`src/rtl/u_rec_fifo.sv`:
```
// rtl/u_rec_fifo.sv - receive-side byte FIFO fed by the UART receiver ready/data outputs
// Frames whose ready-low time is too short are rejected as runts; good frames are queued show-ahead.
module u_rec_fifo #(
    parameter int ADDR_W  = 4,
    parameter int MIN_LOW = 64
) (
    input  logic              sys_clk,
    input  logic              sys_rst,
    input  logic [7:0]        rec_dataH,
    input  logic              rec_readyH,
    input  logic              rd_enH,
    output logic [7:0]        fifo_dataH,
    output logic              fifo_emptyH,
    output logic              fifo_fullH,
    output logic [ADDR_W:0]   fifo_countH,
    output logic              overrunH,
    input  logic              clr_overrunH,
    output logic              runtH
);

    localparam int DEPTH = 1 << ADDR_W;
    localparam int CNT_W = $clog2(MIN_LOW + 1);
    localparam logic [CNT_W-1:0]  MIN_LOW_C = CNT_W'(MIN_LOW);
    localparam logic [CNT_W-1:0]  ONE_C     = CNT_W'(1);
    localparam logic [ADDR_W:0]   DEPTH_C   = (ADDR_W + 1)'(DEPTH);
    localparam logic [ADDR_W:0]   CNT_ONE_C = (ADDR_W + 1)'(1);
    localparam logic [ADDR_W-1:0] PTR_ONE_C = ADDR_W'(1);

    typedef enum logic [1:0] {
        ST_ARM  = 2'd0,
        ST_IDLE = 2'd1,
        ST_BUSY = 2'd2
    } state_t;

    state_t            state_q;
    logic              ready_q;
    logic [CNT_W-1:0]  low_cnt_q;
    logic              runt_q;

    logic [7:0]        mem [DEPTH];
    logic [ADDR_W-1:0] wr_ptr_q, wr_ptr_d;
    logic [ADDR_W-1:0] rd_ptr_q, rd_ptr_d;
    logic [ADDR_W:0]   count_q, count_d;
    logic              overrun_q, overrun_d;

    logic              rise;
    logic              low_long;
    logic              push_req;
    logic              empty, full;
    logic              pop_ok, push_ok, ovr_set;

    assign rise     = rec_readyH & ~ready_q;
    assign low_long = (low_cnt_q >= MIN_LOW_C);
    // Push is decided in the rising-edge cycle itself so the write lands at the end of that cycle.
    assign push_req = (state_q == ST_BUSY) & rise & low_long;

    always_ff @(posedge sys_clk or posedge sys_rst) begin
        if (sys_rst) begin
            state_q   <= ST_ARM;
            ready_q   <= 1'b0;
            low_cnt_q <= '0;
            runt_q    <= 1'b0;
        end else begin
            ready_q <= rec_readyH;
            runt_q  <= 1'b0;
            case (state_q)
                ST_ARM: begin
                    if (rec_readyH) begin
                        state_q <= ST_IDLE;
                    end
                end
                ST_IDLE: begin
                    if (!rec_readyH) begin
                        state_q   <= ST_BUSY;
                        low_cnt_q <= ONE_C;
                    end
                end
                ST_BUSY: begin
                    if (!rec_readyH) begin
                        if (!low_long) begin
                            low_cnt_q <= low_cnt_q + ONE_C;
                        end
                    end else if (rise) begin
                        state_q <= ST_IDLE;
                        runt_q  <= ~low_long;
                    end else begin
                        state_q <= ST_IDLE;
                    end
                end
                default: begin
                    state_q <= ST_ARM;
                end
            endcase
        end
    end

    assign empty   = (count_q == '0);
    assign full    = (count_q == DEPTH_C);
    assign pop_ok  = rd_enH & ~empty;
    // When full, a simultaneous pop frees the slot the push needs.
    assign push_ok = push_req & (~full | pop_ok);
    assign ovr_set = push_req & full & ~pop_ok;

    always_comb begin
        wr_ptr_d  = wr_ptr_q;
        rd_ptr_d  = rd_ptr_q;
        count_d   = count_q;
        overrun_d = ovr_set | (overrun_q & ~clr_overrunH);
        if (push_ok) begin
            wr_ptr_d = wr_ptr_q + PTR_ONE_C;
        end
        if (pop_ok) begin
            rd_ptr_d = rd_ptr_q + PTR_ONE_C;
        end
        case ({push_ok, pop_ok})
            2'b10:   count_d = count_q + CNT_ONE_C;
            2'b01:   count_d = count_q - CNT_ONE_C;
            default: count_d = count_q;
        endcase
    end

    always_ff @(posedge sys_clk or posedge sys_rst) begin
        if (sys_rst) begin
            wr_ptr_q  <= '0;
            rd_ptr_q  <= '0;
            count_q   <= '0;
            overrun_q <= 1'b0;
        end else begin
            wr_ptr_q  <= wr_ptr_d;
            rd_ptr_q  <= rd_ptr_d;
            count_q   <= count_d;
            overrun_q <= overrun_d;
        end
    end

    always_ff @(posedge sys_clk) begin
        if (push_ok) begin
            mem[wr_ptr_q] <= rec_dataH;
        end
    end

    assign fifo_dataH  = empty ? 8'h00 : mem[rd_ptr_q];
    assign fifo_emptyH = empty;
    assign fifo_fullH  = full;
    assign fifo_countH = count_q;
    assign overrunH    = overrun_q;
    assign runtH       = runt_q;

endmodule

```
`config.mk`:
```
export PLATFORM = sky130hd
export DESIGN_NAME = u_rec_fifo
export DESIGN_NICKNAME = d
export VERILOG_FILES = /design/src/rtl/u_rec_fifo.sv
export SDC_FILE = /design/constraint.sdc
export NUM_CORES = 1
export LEC_CHECK = 0
export CAP_MARGIN = 20
export CORE_MARGIN = 1
export CORE_UTILIZATION = 46
export CTS_CLUSTER_DIAMETER = 60
export CTS_CLUSTER_SIZE = 16
export DETAILED_ROUTE_END_ITERATION = 6
export HOLD_SLACK_MARGIN = 0.02
export PLACE_DENSITY_LB_ADDON = 0.2
export SETUP_SLACK_MARGIN = 0.15
export SYNTH_ARGS = -nofsm -noshare
export SYNTH_HDL_FRONTEND = slang
export SYNTH_SLANG_ARGS = --single-unit
```
`constraint.sdc`:
```
create_clock -name sys_clk -period 3 [get_ports sys_clk]
set_input_delay 0.45 -clock sys_clk [delete_from_list [all_inputs] [get_ports sys_clk]]
set_output_delay 0.45 -clock sys_clk [all_outputs]
set_load 0.005 [all_outputs]
```
## Yosys cells after proc, flatten, opt, wreduce, memory -nomap -nowiden

Memory sizes are Yosys's and may differ from the RTL's.
Index checks and enable logic that the tools add are counted.

- Output and inout port bits: 17
- Bits in writable memories: 128
- Memories: 1
- Word-level logic and storage cells: 61
- Flip-flop bits (word level): 25

Memories:

| memory | depth | width | read ports | clocked after Yosys merged registers in | write ports | line | RTL |
|---|---|---|---|---|---|---|---|
| mem | 16 | 8 | 1 | 0 | 1 | 40 | `logic [7:0] mem [DEPTH];` |

- $lt $le $gt $ge: 1
- Bitwise logic cells: 16
- Equal/unequal tests: 9
- Multiplexer cells: 14
- Add/subtract/negate cells: 5
- Reduce and logical (&&, ||, !) cells: 7

Operators by type and width:

| operator | count |
|---|---|
| $mux W7 | 3 |
| $pmux W7 S2 | 1 |
| $pmux W5 S2 | 1 |
| $add A4 B1 Y4 const B | 2 |
| $and A1 B1 Y1 | 8 |
| $mux W8 | 1 |
| $add A7 B1 Y7 const B | 1 |
| $ge A7 B7 Y1 const B | 1 |
| $ne A2 B2 Y1 const B | 3 |
| $not A1 Y1 | 6 |
| $add A5 B1 Y5 const B | 1 |
| $eq A5 B5 Y1 const B | 1 |
| $logic_not A5 Y1 | 1 |
| $mux W1 | 5 |
| $sub A5 B1 Y5 const B | 1 |
| $eq A2 B1 Y1 const B | 2 |
| $eq A2 B2 Y1 const B | 2 |
| $mux W2 | 2 |
| $pmux W2 S2 | 1 |
| $reduce_and A4 Y1 | 1 |
| $reduce_bool A2 Y1 | 2 |
| $logic_not A2 Y1 | 1 |
| $ne A2 B1 Y1 const B | 1 |
| $or A1 B1 Y1 | 2 |
| 2 further kinds | 2 |

## Logic depth before layout (Yosys ltp)

Gate-level depths: netlist of run 1.

- Word-level depth: 7
- Depth in mapped cells: 9
- Depth with buffers taken out: 8

## Worst setup path after synthesis of run 1

OpenSTA, ideal clock, no wires.

- Kind: register to register
- From: reg count_q[3] (netlist: fifo_countH[3])
- To: reg count_q[3] (netlist: fifo_countH[3])
- Buffers on the path: 1
- Arrival: 2435 ps
- Stages on the path, launching flop included: 10
- Slack: 440 ps
- Required time: 2875 ps
- Clock period less this slack: 2560 ps
- Library setup time: 125 ps
- Path through: dfrtp_1 or4_1 buf_2 o21ai_1 nor2_1 ha_1 a21o_1 a21oi_1 xnor2_1 mux2_4

- Word-level cells in the longest chain between the ends: 7
- Elaborated cells on any way between the ends: 13
- Classes of those cells: add/sub (2); eq/ne (3); mux (1); bitwise (5); reduce/logical (2)

Ends and longest elaborated chain:

| what | line | RTL |
|---|---|---|
| start: declaration | 43 | `logic [ADDR_W:0] count_q, count_d;` |
| start signal: assignment | 131 | `count_q <= count_d;` |
| $logic_not A5 Y1 | 97 | `assign empty = (count_q == '0);` |
| $not A1 Y1 | 99 | `assign pop_ok = rd_enH & ~empty;` |
| $and A1 B1 Y1 | 99 |  |
| $or A1 B1 Y1 | 101 | `assign push_ok = push_req & (~full \| pop_ok);` |
| $and A1 B1 Y1 | 101 |  |
| $eq A2 B1 Y1 / $eq A2 B2 Y1 (equally long branches) | 115 | `case ({push_ok, pop_ok})` |
| $pmux W5 S2 / $reduce_bool A2 Y1 (equally long branches) | -- |  |

Several ways; a longest one is shown, not always the timed one.
A chain may end at the register's enable or synchronous reset.

## Final worst setup path of run 1

- From: reg rd_ptr_q[0]
- To: out fifo_dataH[5]

- Word-level cells in the longest chain between the ends: 2

Ends and longest elaborated chain:

| what | line | RTL |
|---|---|---|
| start: declaration | 42 | `logic [ADDR_W-1:0] rd_ptr_q, rd_ptr_d;` |
| start signal: assignment | 130 | `rd_ptr_q <= rd_ptr_d;` |
| $mem_v2 Z16 W8 | -- |  |
| $mux W8 | 142 | `assign fifo_dataH = empty ? 8'h00 : mem[rd_ptr_q];` |
| end: declaration | 12 | `output logic [7:0] fifo_dataH,` |

No other way between the ends.

==> impl_metrics.ini, run 1 <==
[floorplan]
fp-row-count = 42
die_area_mm2 = 0.0142
ios = 30
dieHeight_um = 119
die_w_um = 119
initial_core_util_pct = 47.4
core_area_mm2 = 0.0133

[cts]
cts_inserted_buffers = 17
cts_tree = yes
htreeDepth = 4
cts_root_buf = clkbuf_16
path_clk_slew_ps = 60
cts_sinks = 153
clk_latency_ps = 420
clockBufferDepth = 2
holdBufCountCts = 0

[timing]
fin_ws_ps = 139
period_minus_slack_ps = 2860
finalHoldViolCount = 0
final.period_utilization_pct = 95.4
relSlewSlack_pct = 56.5
fin_tns_setup_ps = 0
setup_viol = 0
finClkSkew_ps = 8.20
slew_violations = 0
rsz0062_at_grt = true
fmax_ghz = 0.350
max_slew.worst_pin.slew_ps = 644

[synth]
syn-mean-instance-area_um2 = 18.5
ys_ff_latch = 153
synth_fp_nets = 365
synth-seq-area-share_pct = 70.7
yosys.cell_types.count = 44
async_flop_share_pct = 16.3
syn_area_mm2 = 0.00632
syn_inst = 342
yosysWarnings = 0
synth_edf_count = 128
synthFlopType = edfxtp_1

[detailed_routing]
wl_met2_um = 6260
drc = 0
wl_met3_um = 512
routedWlPerCell_um = 20.5
m1WireLength_um = 5310
wl_um = 12200
via_per_inst = 5.52
ant_nets = 0
first_pass_iters = 5
vias = 3278
drt_iter0_markers = 209
top_layer = met4

[critical_path]
reg2reg_to = fifo_countH[4]
reg2regPathDepth = 9
worstPathRequired_ps = 2550
r2r_slack_ps = 380
endpoint_kind = output pin
path_max_fanout = 5
path_class = reg2out
r2r_start = fifo_countH[3]
start_kind = flop
arrival_ps = 2410

[power]
fin_total_pwr_mw = 6.61
power_density_mw_per_mm2 = 855
p_leak_nw = 2.77
ir_drop_v = 0.000481

[placed_design]
pre_cts_ws_ps = 255
portBuffers = 29
dp_hpwl_um = 7320
dpl-instance-area_mm2 = 0.00692
place.gp.congestion = 0.794

[status]
run_status = finished clean

[cells_and_area]
finalInstanceArea_mm2 = 0.00773
diodes = 0
area.growth.synth_to_final_pct = 22.3
final_nets = 430
drive_gt1_share_pct = 25.8
final_util_pct = 57.9

[global_routing]
grt.overflow.total = 0
grt_pass1_wl_um = 19000
antenna_found_initial = 0
grtUsageTotal_pct = 18.8
grt_max_degree = 33
grt_pass1_vias = 3470

[min_path]
hold_path_class = in2async

[run]
maxCapViolations = 0
area by class of cell:
class / instances / area [um2]
multi-input combinational: 169 / 1860
inverter: 6 / 22.5
tap: 176 / 220
sequential: 153 / 4470
clock inverter: 10 / 80.1
fill: 1038 / 5610
timing repair buffer: 60 / 642
clock buffer: 20 / 437
cell families after synthesis:
family | share of synthesized area, %
adder cells (fa/ha/maj) | 2.10
AND/OR/NAND/NOR | 5.80
buffers and inverters | 1.27
flip-flops | 70.7
multiplexers | 15.3
XOR/XNOR | 1.66
AO/OA/AOI/OAI | 3.19
cells in the final DEF (no fill, tap or decap), types with 3 or more instances in the layout:
master / n
mux2i_1: 10
clkbuf_1: 3
mux2i_2: 4
a21oi_1: 5
mux2_4: 5
dlymetal6s2s_1: 7
dfrtp_1: 23
o22ai_1: 6
nand2_1: 6
and2_1: 18
nor2_1: 9
clkbuf_16: 19
ha_1: 9
edfxtp_1: 128
clkinv_1: 4
mux4_2: 32
a211oi_1: 4
nand2b_1: 5
buf_12: 5
nand3_1: 7
clkdlybuf4s50_1: 22
buf_4: 22
xnor2_1: 10
inv_1: 6
worst max path at each step:
stage	startpoint	slack, ps	depth (start not counted)	endpoint
6_report	rd_ptr_q[0]	140	6	fifo_dataH[5]
5_1_grt	rd_ptr_q[0]	80	6	fifo_dataH[5]
4_1_cts	rd_ptr_q[0]	90	5	fifo_dataH[4]
3_5_place_dp	rec_readyH	250	9	fifo_countH[4]
3_3_place_gp	rec_readyH	350	9	fifo_countH[3]
2_1_floorplan	fifo_countH[3]	440	9	fifo_countH[3]
power by group:
| group | internal [mW] | leakage, nW | switching [mW] |
|---|---|---|---|
| Clock | 1.12 | 0.250 | 0.764 |
| Sequential | 2.38 | 1.46 | 0.119 |
| Combinational | 1.30 | 1.06 | 0.923 |
through the flow:
stage               std cells  hold WS (ps)
floorplan                 342           474
global placement          549           457
detailed placement        549           459
CTS                       583           391
global route              594           419
finish                    594           368
critical path: stages, from the launching register on:
cell and delay, ps:
dfrtp_2 440, buf_12 150, clkbuf_16 150, mux4_2 490, mux2i_1 170, o22ai_1 130, clkdlybuf4s50_1 460
registers in the layout (all words and copies together), names as in the netlist:
signal and count:
fifo_countH 5, low_cnt_q 7, mem 128, overrunH 1, rd_ptr_q 4, ready_q 1
runtH 1, state_q 2, wr_ptr_q 4
Yosys cell counts, types with 2 or more instances:
cell / count / area [um2]
a211oi_1: 4 / 30.0
and4_1: 2 / 17.5
edfxtp_1: 128 / 3840
clkbuf_1: 8 / 30.0
inv_1: 6 / 22.5
o21ai_0: 2 / 10.0
o22ai_1: 8 / 50.1
dfrtp_1: 25 / 626
buf_1: 2 / 7.51
xor2_1: 2 / 17.5
a21o_1: 2 / 15.0
mux2i_1: 16 / 160
nor3b_1: 2 / 15.0
buf_2: 4 / 20.0
mux4_2: 32 / 721
nand2_1: 7 / 26.3
or3_1: 2 / 12.5
nor2_1: 9 / 33.8
mux2_4: 5 / 75.1
nand3_1: 7 / 35.0
ha_1: 9 / 113
and2_1: 18 / 113
and3_1: 2 / 12.5
a21oi_1: 5 / 25.0
xnor2_1: 10 / 87.6
nand2b_1: 7 / 43.8
routing by layer:
metal / vias up / global-route usage, %
met4: 0 / 5.93
li1: 1493 / -
met5: - / 0
met2: 86 / 30.8
met1: 1693 / 23.8
met3: 6 / 5.94
what timing repair did:
| action | CTS | global route |
|---|---|---|
| gates cloned | 0 | 3 |
| pin swaps | 0 | 1 |
| setup endpoints to repair | 8 | 9 |
| buffers inserted | 4 | 8 |
| gates resized for setup | 7 | 23 |
No activity file was read; power rests on OpenSTA's default activity.
==> run 2: changes to the inputs <==
CORE_ASPECT_RATIO = 0.8   (was not set)
MAX_ROUTING_LAYER = met4   (was not set)
==> run 2 against run 1 <==
Die area hardly changed. Hold slack better by 78 ps. Worst setup slack worse by 15 ps. Flip-flop and latch count stayed put. Sequential share of layout area is 0.42 points lower. Critical path depth stayed put.
==> impl_metrics.ini, run 2 (same netlist as run 1, synthesis figures left out) <==
[status]
run_status = finished clean

[run]
maxCapViolations = 0

[timing]
relSlewSlack_pct = 52.2
setup_viol = 0
fmax_ghz = 0.348
finClkSkew_ps = 10.4
period_minus_slack_ps = 2880
final.period_utilization_pct = 95.9
rsz0062_at_grt = true
finalHoldViolCount = 0
slew_violations = 0
max_slew.worst_pin.slew_ps = 708
whs_ps = 446
fin_tns_setup_ps = 0

[critical_path]
startpoint = rd_ptr_q[0]
arrival_ps = 2430
r2r_start = fifo_countH[3]
worstSetupEndpoint = fifo_dataH[7]
worstPathRequired_ps = 2550
reg2reg_to = fifo_countH[4]
reg2regPathDepth = 9
r2r_slack_ps = 310
start_kind = flop
path_class = reg2out
path_max_fanout = 6
endpoint_kind = output pin

[detailed_routing]
wl_met2_um = 6080
m1WireLength_um = 5550
routedWlPerCell_um = 20.8
drt_iter0_markers = 304
top_layer = met4
via_per_inst = 5.46
ant_nets = 0
vias = 3271
drc = 0
first_pass_iters = 5
wl_met3_um = 701
wl_um = 12500

[cells_and_area]
diodes = 0
multi_input_area_mm2 = 0.00185
largest_reg_flops = 128
final_util_pct = 59.2
mostFrequentLayoutCell = edfxtp_1
area.growth.synth_to_final_pct = 23.2
nFillCells = 968
seq_area_mm2 = 0.00447
final_nets = 434
largest_register = mem
drive_gt1_share_pct = 28.5
layoutNonFillerInstCount = 599
final_cell_mix = 128 x edfxtp_1, 32 x mux4_2, 26 x buf_4, 24 x dfrtp_1, 22 x clkdlybuf4s50_1

[cts]
cts_root_buf = clkbuf_16
clockBufferDepth = 2
cts_inserted_buffers = 17
cts_sinks = 153
path_clk_slew_ps = 70
cts_tree = yes
clk_latency_ps = 420
htreeDepth = 4

[placed_design]
dpl.cell_count = 549
place.gp.congestion = 0.719
portBuffers = 29
dp_hpwl_um = 7720

[floorplan]
ios = 30
core_area_mm2 = 0.0131
die_area_mm2 = 0.0142
initial_core_util_pct = 48.1
die_w_um = 133
dieHeight_um = 107
fp-row-count = 37

[min_path]
hold_path_class = in2async

[global_routing]
grtUsageTotal_pct = 20.1
grt.overflow.total = 0
antenna_found_initial = 0
grt_max_degree = 36
grt_pass1_vias = 3369
grt_pass1_wl_um = 19500

[power]
fin_total_pwr_mw = 6.82
power_density_mw_per_mm2 = 876
p_leak_nw = 2.76
ir_drop_v = 0.000419
[run 2: cell count changes in the layout (fill, tap and decap cells not counted), moves of 3 or more]
| cell | before | now |
|---|---|---|
| clkinv_4 | 1 | 4 |
| dlygate4sd2_1 | 0 | 5 |
| clkinv_1 | 4 | 0 |
| clkbuf_1 | 3 | 0 |
| buf_4 | 22 | 26 |
| dlymetal6s2s_1 | 7 | 1 |
| inv_8 | 0 | 3 |
| buf_6 | 1 | 4 |
[run 2: what timing repair did]
item	4_1_cts	5_1_grt
setup endpoints to repair	8	4
setup buffers	10	6
hold buffers	0	0
pin swaps	0	1
cloned	2	0
gates resized for setup	21	11
[run 2: layout make-up]
class                   instances  area share, %
multi-input cells             169           23.8
clock inverters                15           2.07
clock buffers                  17           5.46
flip-flops and latches        153           57.4
inverters                       6          0.289
well taps                     175           2.81
repair buffers                 64           8.18
[run 2: per-stage QoR]
step	setup slack (ps)	instance area, um2
2_1_floorplan	440	6320
3_3_place_gp	276	6940
3_5_place_dp	145	6940
4_1_cts	135	7710
5_1_grt	55.1	7790
6_report	124	7790
[run 2: worst max-delay path, stage by stage, from the launching register on]
cell and delay [ps]:
dfrtp_2 420, buf_4 140, buf_12 120, mux4_2 510, mux2i_2 240, o22ai_2 110
clkdlybuf4s50_1 450
[run 2: how the worst min path moves through the flow]
stage                 from             end  slack (ps)  depth (start not counted)
3_3_place_gp   rd_ptr_q[3]     rd_ptr_q[3]         460                          1
2_1_floorplan     overrunH        overrunH         470                          2
4_1_cts            sys_rst    low_cnt_q[6]         460                          2
5_1_grt        rd_ptr_q[3]     rd_ptr_q[3]         500                          1
3_5_place_dp   rd_ptr_q[3]     rd_ptr_q[3]         460                          1
6_report           sys_rst  fifo_countH[0]         450                          2
[run 2: metal layers]
layer	GRT usage (%)	vias up
li1	-	1502
met3	5.34	10
met4	5.67	0
met5	-	-
met1	27.0	1664
met2	30.5	95
[run 2: power by group]
| part | leakage [nW] | internal [mW] | switching, mW | total, mW |
|---|---|---|---|---|
| registers | 1.46 | 2.38 | 0.0869 | 2.47 |
| clock network | 0.283 | 1.18 | 0.913 | 2.09 |
| logic | 1.02 | 1.29 | 0.972 | 2.26 |
| total | 2.76 | 4.85 | 1.97 | 6.82 |
==> patch 1: new RTL, flow settings as in run 1 <==
Set the parameter `MIN_LOW` to 128 (it was 64).
--- a/src/rtl/u_rec_fifo.sv
+++ b/src/rtl/u_rec_fifo.sv
@@ -4,3 +4,3 @@
     parameter int ADDR_W  = 4,
-    parameter int MIN_LOW = 64
+    parameter int MIN_LOW = 128
 ) (
Function: no difference found for any inputs over 10 cycles, from zero or initial values and one cycle with sys_rst high; that may be too few to reach the edited logic, so the function may still have changed.
==> patch 1 against run 1 <==
Clock skew up 3.4 ps. Setup slack worse by 18 ps. Sequential share of layout area up 1.2 points. First-iteration DRC count up 63%. Combinational power down 20%. Routed wire length down 2.9%. Cell area down 1.5%. Count of clock-buffer cells in the layout down 1. Sequential cell count up 1. Synthesized area up 0.57%. Total power up 2.4%. Largest cell class unchanged.
==> patch 1: results (changes against run 1) <==
outcome:
  status: "complete, no violations"  # unchanged
setup_path:
  r2r_cells: 8  # was 9
  crit_fanout: 9  # was 5
  reg2reg_from: "fifo_countH[2]"  # was fifo_countH[3]
route:
  drt_iter0_drc: 340  # was 209
  wl_per_cell_um: 20.2  # was 20.5 um
  first_pass_iters: 4  # was 5
  vias: 3282  # was 3278
logic_synthesis:
  synthXorXnorAreaFrac: 0.0179  # was 0.0166
  synth_fa_ha_area_frac: 0.0157  # was 0.0210
  syn_nets: 372  # was 365
  ys_seq_area_frac: 0.707  # about the same
  synth_common_cells: "edfxtp_1 (128), mux4_2 (32), dfrtp_1 (26)"  # was edfxtp_1 (128), mux4_2 (32), dfrtp_1 (25)
  netlist-cell-type-count: 48  # was 44
floorplanning:
  die_w_um: 120  # was 119 um
power_and_ir_drop:
  leakage_nw: 2.63  # was 2.77 nW
cells_and_area:
  layout.nets: 417  # was 430
global_route:
  grt_first_pass_wirelength_um: 19000  # about the same
  first_global_vias: 3390  # was 3470
  grt_max_degree: 27  # was 33
  grt_usage: 0.185  # was 0.188
placement:
  hpwl_um: 7490  # was 7320 um
  gp_congestion: 0.780  # was 0.794
timing:
  tightest_slew_ps: 623  # was 644 ps
  fin_skew_ps: 11.6  # was 8.20 ps
  hold_ws_ps: 390  # was 368 ps
patch 1: final cells by class:
type,count,area share
clock buffers,19,0.0568
flip-flops and latches,154,0.591
clock inverters,13,0.0324
well taps,176,0.0289
inverters,12,0.00591
repair buffers,41,0.0535
multi-input cells,170,0.232
patch 1: worst max-delay path by stage:
stage	from	depth (start not counted)	endpoint
after detailed placement	rec_readyH	5	mem[8][5]
after floorplan	fifo_countH[2]	9	fifo_countH[4]
final	rd_ptr_q[0]	5	fifo_dataH[6]
after global placement	rd_ptr_q[0]	5	fifo_dataH[6]
after global routing	rd_ptr_q[0]	5	fifo_dataH[7]
after CTS	rd_ptr_q[0]	5	fifo_dataH[7]
patch 1: worst max-delay path, cell delays in order (launching register included):
cell and delay, ps:
dfrtp_4 540, buf_12 170, mux4_2 330, mux2i_1 80, o22ai_1 320, clkdlybuf4s50_1 560
patch 1: through the flow:
stage          power, mW  worst slack, ps  cell area [um^2]  instances
6_report            6.77              121              7620        585
5_1_grt             7.07             41.4              7620        585
4_1_cts             6.83             88.5              7600        584
3_5_place_dp        4.34              362              6890        549
3_3_place_gp        4.32              384              6890        549
2_1_floorplan       3.66              643              6360        351
patch 1: layer usage:
layer,vias to the layer above,global-route usage,share of wire
li1,1489,-,-
met1,1701,0.241,0.45
met2,77,0.292,0.49
met3,15,0.0466,0.042
met4,0,0.0891,0.015
met5,-,0,0
patch 1: cell families after synthesis:
group / count (synthesis)
AOI/OAI and AO/OA: 35
xor gates and xnor gates: 13
buffers and inverters: 27
adders and majority gates: 8
muxes: 51
and+or+nand+nor: 63
DFF: 154
patch 1: repair_timing:
| item | CTS | global route |
|---|---|---|
| gates resized for setup | 3 | 2 |
| buffers inserted | 3 | 1 |
| setup endpoints to repair | 8 | 8 |
| hold endpoints to repair | 0 | 0 |
==> patch 2: new RTL, flow settings as in run 1 <==
Without the edit above. Encoding of `state_t`: now one-hot (3 bits for 3 states).
--- a/src/rtl/u_rec_fifo.sv
+++ b/src/rtl/u_rec_fifo.sv
@@ -28,6 +28,6 @@
 
-    typedef enum logic [1:0] {
-        ST_ARM  = 2'd0,
-        ST_IDLE = 2'd1,
-        ST_BUSY = 2'd2
+    typedef enum logic [2:0] {
+        ST_ARM  = 3'b001,
+        ST_IDLE = 3'b010,
+        ST_BUSY = 3'b100
     } state_t;
Function: no difference found for any inputs over 10 cycles, from zero or initial values and one cycle with sys_rst high; not proved beyond that.
==> patch 2 against run 1 <==
Clock skew increased by 2.3 ps. Sequential cell count rose by 1. Clock power is 3% higher. Routed wire length grew 7.6%. Largest cell class unchanged. Synthesized area increased by 1.4%. Setup slack better by 3.9 ps. Cell area up 1.5%. Total power increased by 2.9%.
==> patch 2: results (changes against run 1) <==
outcome:
  status: "complete, no violations"  # unchanged
route:
  wl_met1_um: 5720  # was 5310 um
  routed_wl_um: 13100  # was 12200 um
  drt_iter0_drc: 182  # was 209
  first_pass_iters: 4  # was 5
  wl_met3_um: 509  # was 512 um
  vias: 3373  # was 3278
  route.met2.wl_um: 6760  # was 6260 um
  avgViaCountPerCell: 5.49  # was 5.52
logic_synthesis:
  synth_common_cells: "edfxtp_1 (128), mux4_2 (32), dfrtp_1 (25)"  # unchanged
  synth.area.top_cells: "edfxtp_1 (60%), mux4_2 (11%), dfrtp_1 (9.8%)"  # was edfxtp_1 (61%), mux4_2 (11%), dfrtp_1 (9.9%)
  ys_async_sr_fraction: 0.169  # was 0.163
  ys_warn_count: 0  # unchanged
  ys_seq_area_frac: 0.701  # was 0.707
  netlist-cell-type-count: 54  # was 44
  syn_avg_cell_area_um2: 18.2  # was 18.5 um^2
  syn_nets: 376  # was 365
placement:
  post-place-cells: 565  # was 549
  gp_congestion: 0.799  # was 0.794
  hpwl_um: 8150  # was 7320 um
  portBuffers: 29  # unchanged
global_route:
  grt_usage: 0.199  # was 0.188
  grt_first_pass_wirelength_um: 20200  # was 19000 um
  grt_max_degree: 36  # was 33
  first_global_vias: 3482  # was 3470
setup_path:
  rrSetupSlack_ps: 400  # was 380 ps
  r2r_cells: 9  # unchanged
  reg2reg_from: "fifo_countH[2]"  # was fifo_countH[3]
  cp_slowest_stage_delay_ps: 510  # was 490 ps
  crit_fanout: 11  # was 5
  worstReg2RegEnd: "fifo_countH[3]"  # was fifo_countH[4]
power_and_ir_drop:
  peakVddDrop_uv: 413  # was 481 uV
  leakage_nw: 2.72  # was 2.77 nW
timing:
  fin_skew_ps: 10.5  # was 8.20 ps
  slew_headroom: 0.559  # was 0.565
cells_and_area:
  layout.nets: 448  # was 430
  layout-drive-gt1-share: 0.292  # was 0.258
min_path:
  min_path_type: "input port to async pin"  # unchanged
cts:
  numCtsBuffers: 17  # unchanged
patch 2: cell count changes after synthesis, sizes merged, moves of 5 or more:
cell and delta:
o21ai +10, nor4 +5, nor2 +6, nand2b -5
and2 -13, inv +8
patch 2: logic make-up after synthesis:
kind of cell | count (synthesis) | synth area share
AOI/OAI and AO/OA | 43 | 0.0513
adders and majority gates | 10 | 0.0207
buffers and inverters | 29 | 0.0195
muxes | 52 | 0.144
and+or+nand+nor | 56 | 0.0511
xor gates and xnor gates | 9 | 0.0123
DFF | 154 | 0.701
patch 2: final cells by class:
type	instances	area [um^2]
clock inverters	15	118
multi-input cells	170	1860
inverters	14	52.6
clock buffers	17	425
well taps	176	220
flip-flops and latches	154	4500
fillers	1014	5550
repair buffers	68	672
patch 2: worst max-delay path by stage:
stage,startpoint,endpoint,depth (start not counted)
floorplan,fifo_countH[0],fifo_countH[3],8
global placement,rec_readyH,fifo_countH[3],9
detailed placement,rec_readyH,fifo_countH[3],9
CTS,rd_ptr_q[0],fifo_dataH[6],5
global route,rd_ptr_q[0],fifo_dataH[4],5
finish,rd_ptr_q[0],fifo_dataH[4],5
patch 2: per-layer routing:
metal | vias up | track usage
met4 | 0 | 0.0664
met1 | 1746 | 0.259
met5 | - | 0
met2 | 57 | 0.325
met3 | 11 | 0.0509
li1 | 1559 | -
patch 2: power by group:
group | switching, mW | total, mW | internal, mW
Clock | 0.868 | 1.94 | 1.07
Sequential | 0.132 | 2.55 | 2.42
Combinational | 1.02 | 2.32 | 1.30
patch 2: repair_timing:
action	4_1_cts	5_1_grt
gates resized for setup	11	11
buffers inserted	3	12
hold buffers	0	0
pin swaps	1	1
cloned	1	1
setup endpoints to repair	8	7
patch 2: critical path: cells and delay by family, from the launching register on:
kind	cells	cell delay (ps)
compound gates	1	130
flops	1	440
buf+inv	2	640
mux	2	760
patch 2: per-stage QoR:
step / utilization / cell area, um^2 / hold slack [ps] / worst slack (ps) / power (mW)
6_report: 0.586 / 7850 / 372 / 143 / 6.80
5_1_grt: 0.586 / 7850 / 438 / 76.8 / 7.11
4_1_cts: 0.573 / 7680 / 390 / 97.8 / 6.62
3_5_place_dp: 0.527 / 7060 / 429 / 364 / 4.55
3_3_place_gp: 0.527 / 7060 / 407 / 429 / 4.51
2_1_floorplan: - / 6410 / 402 / 533 / 3.80
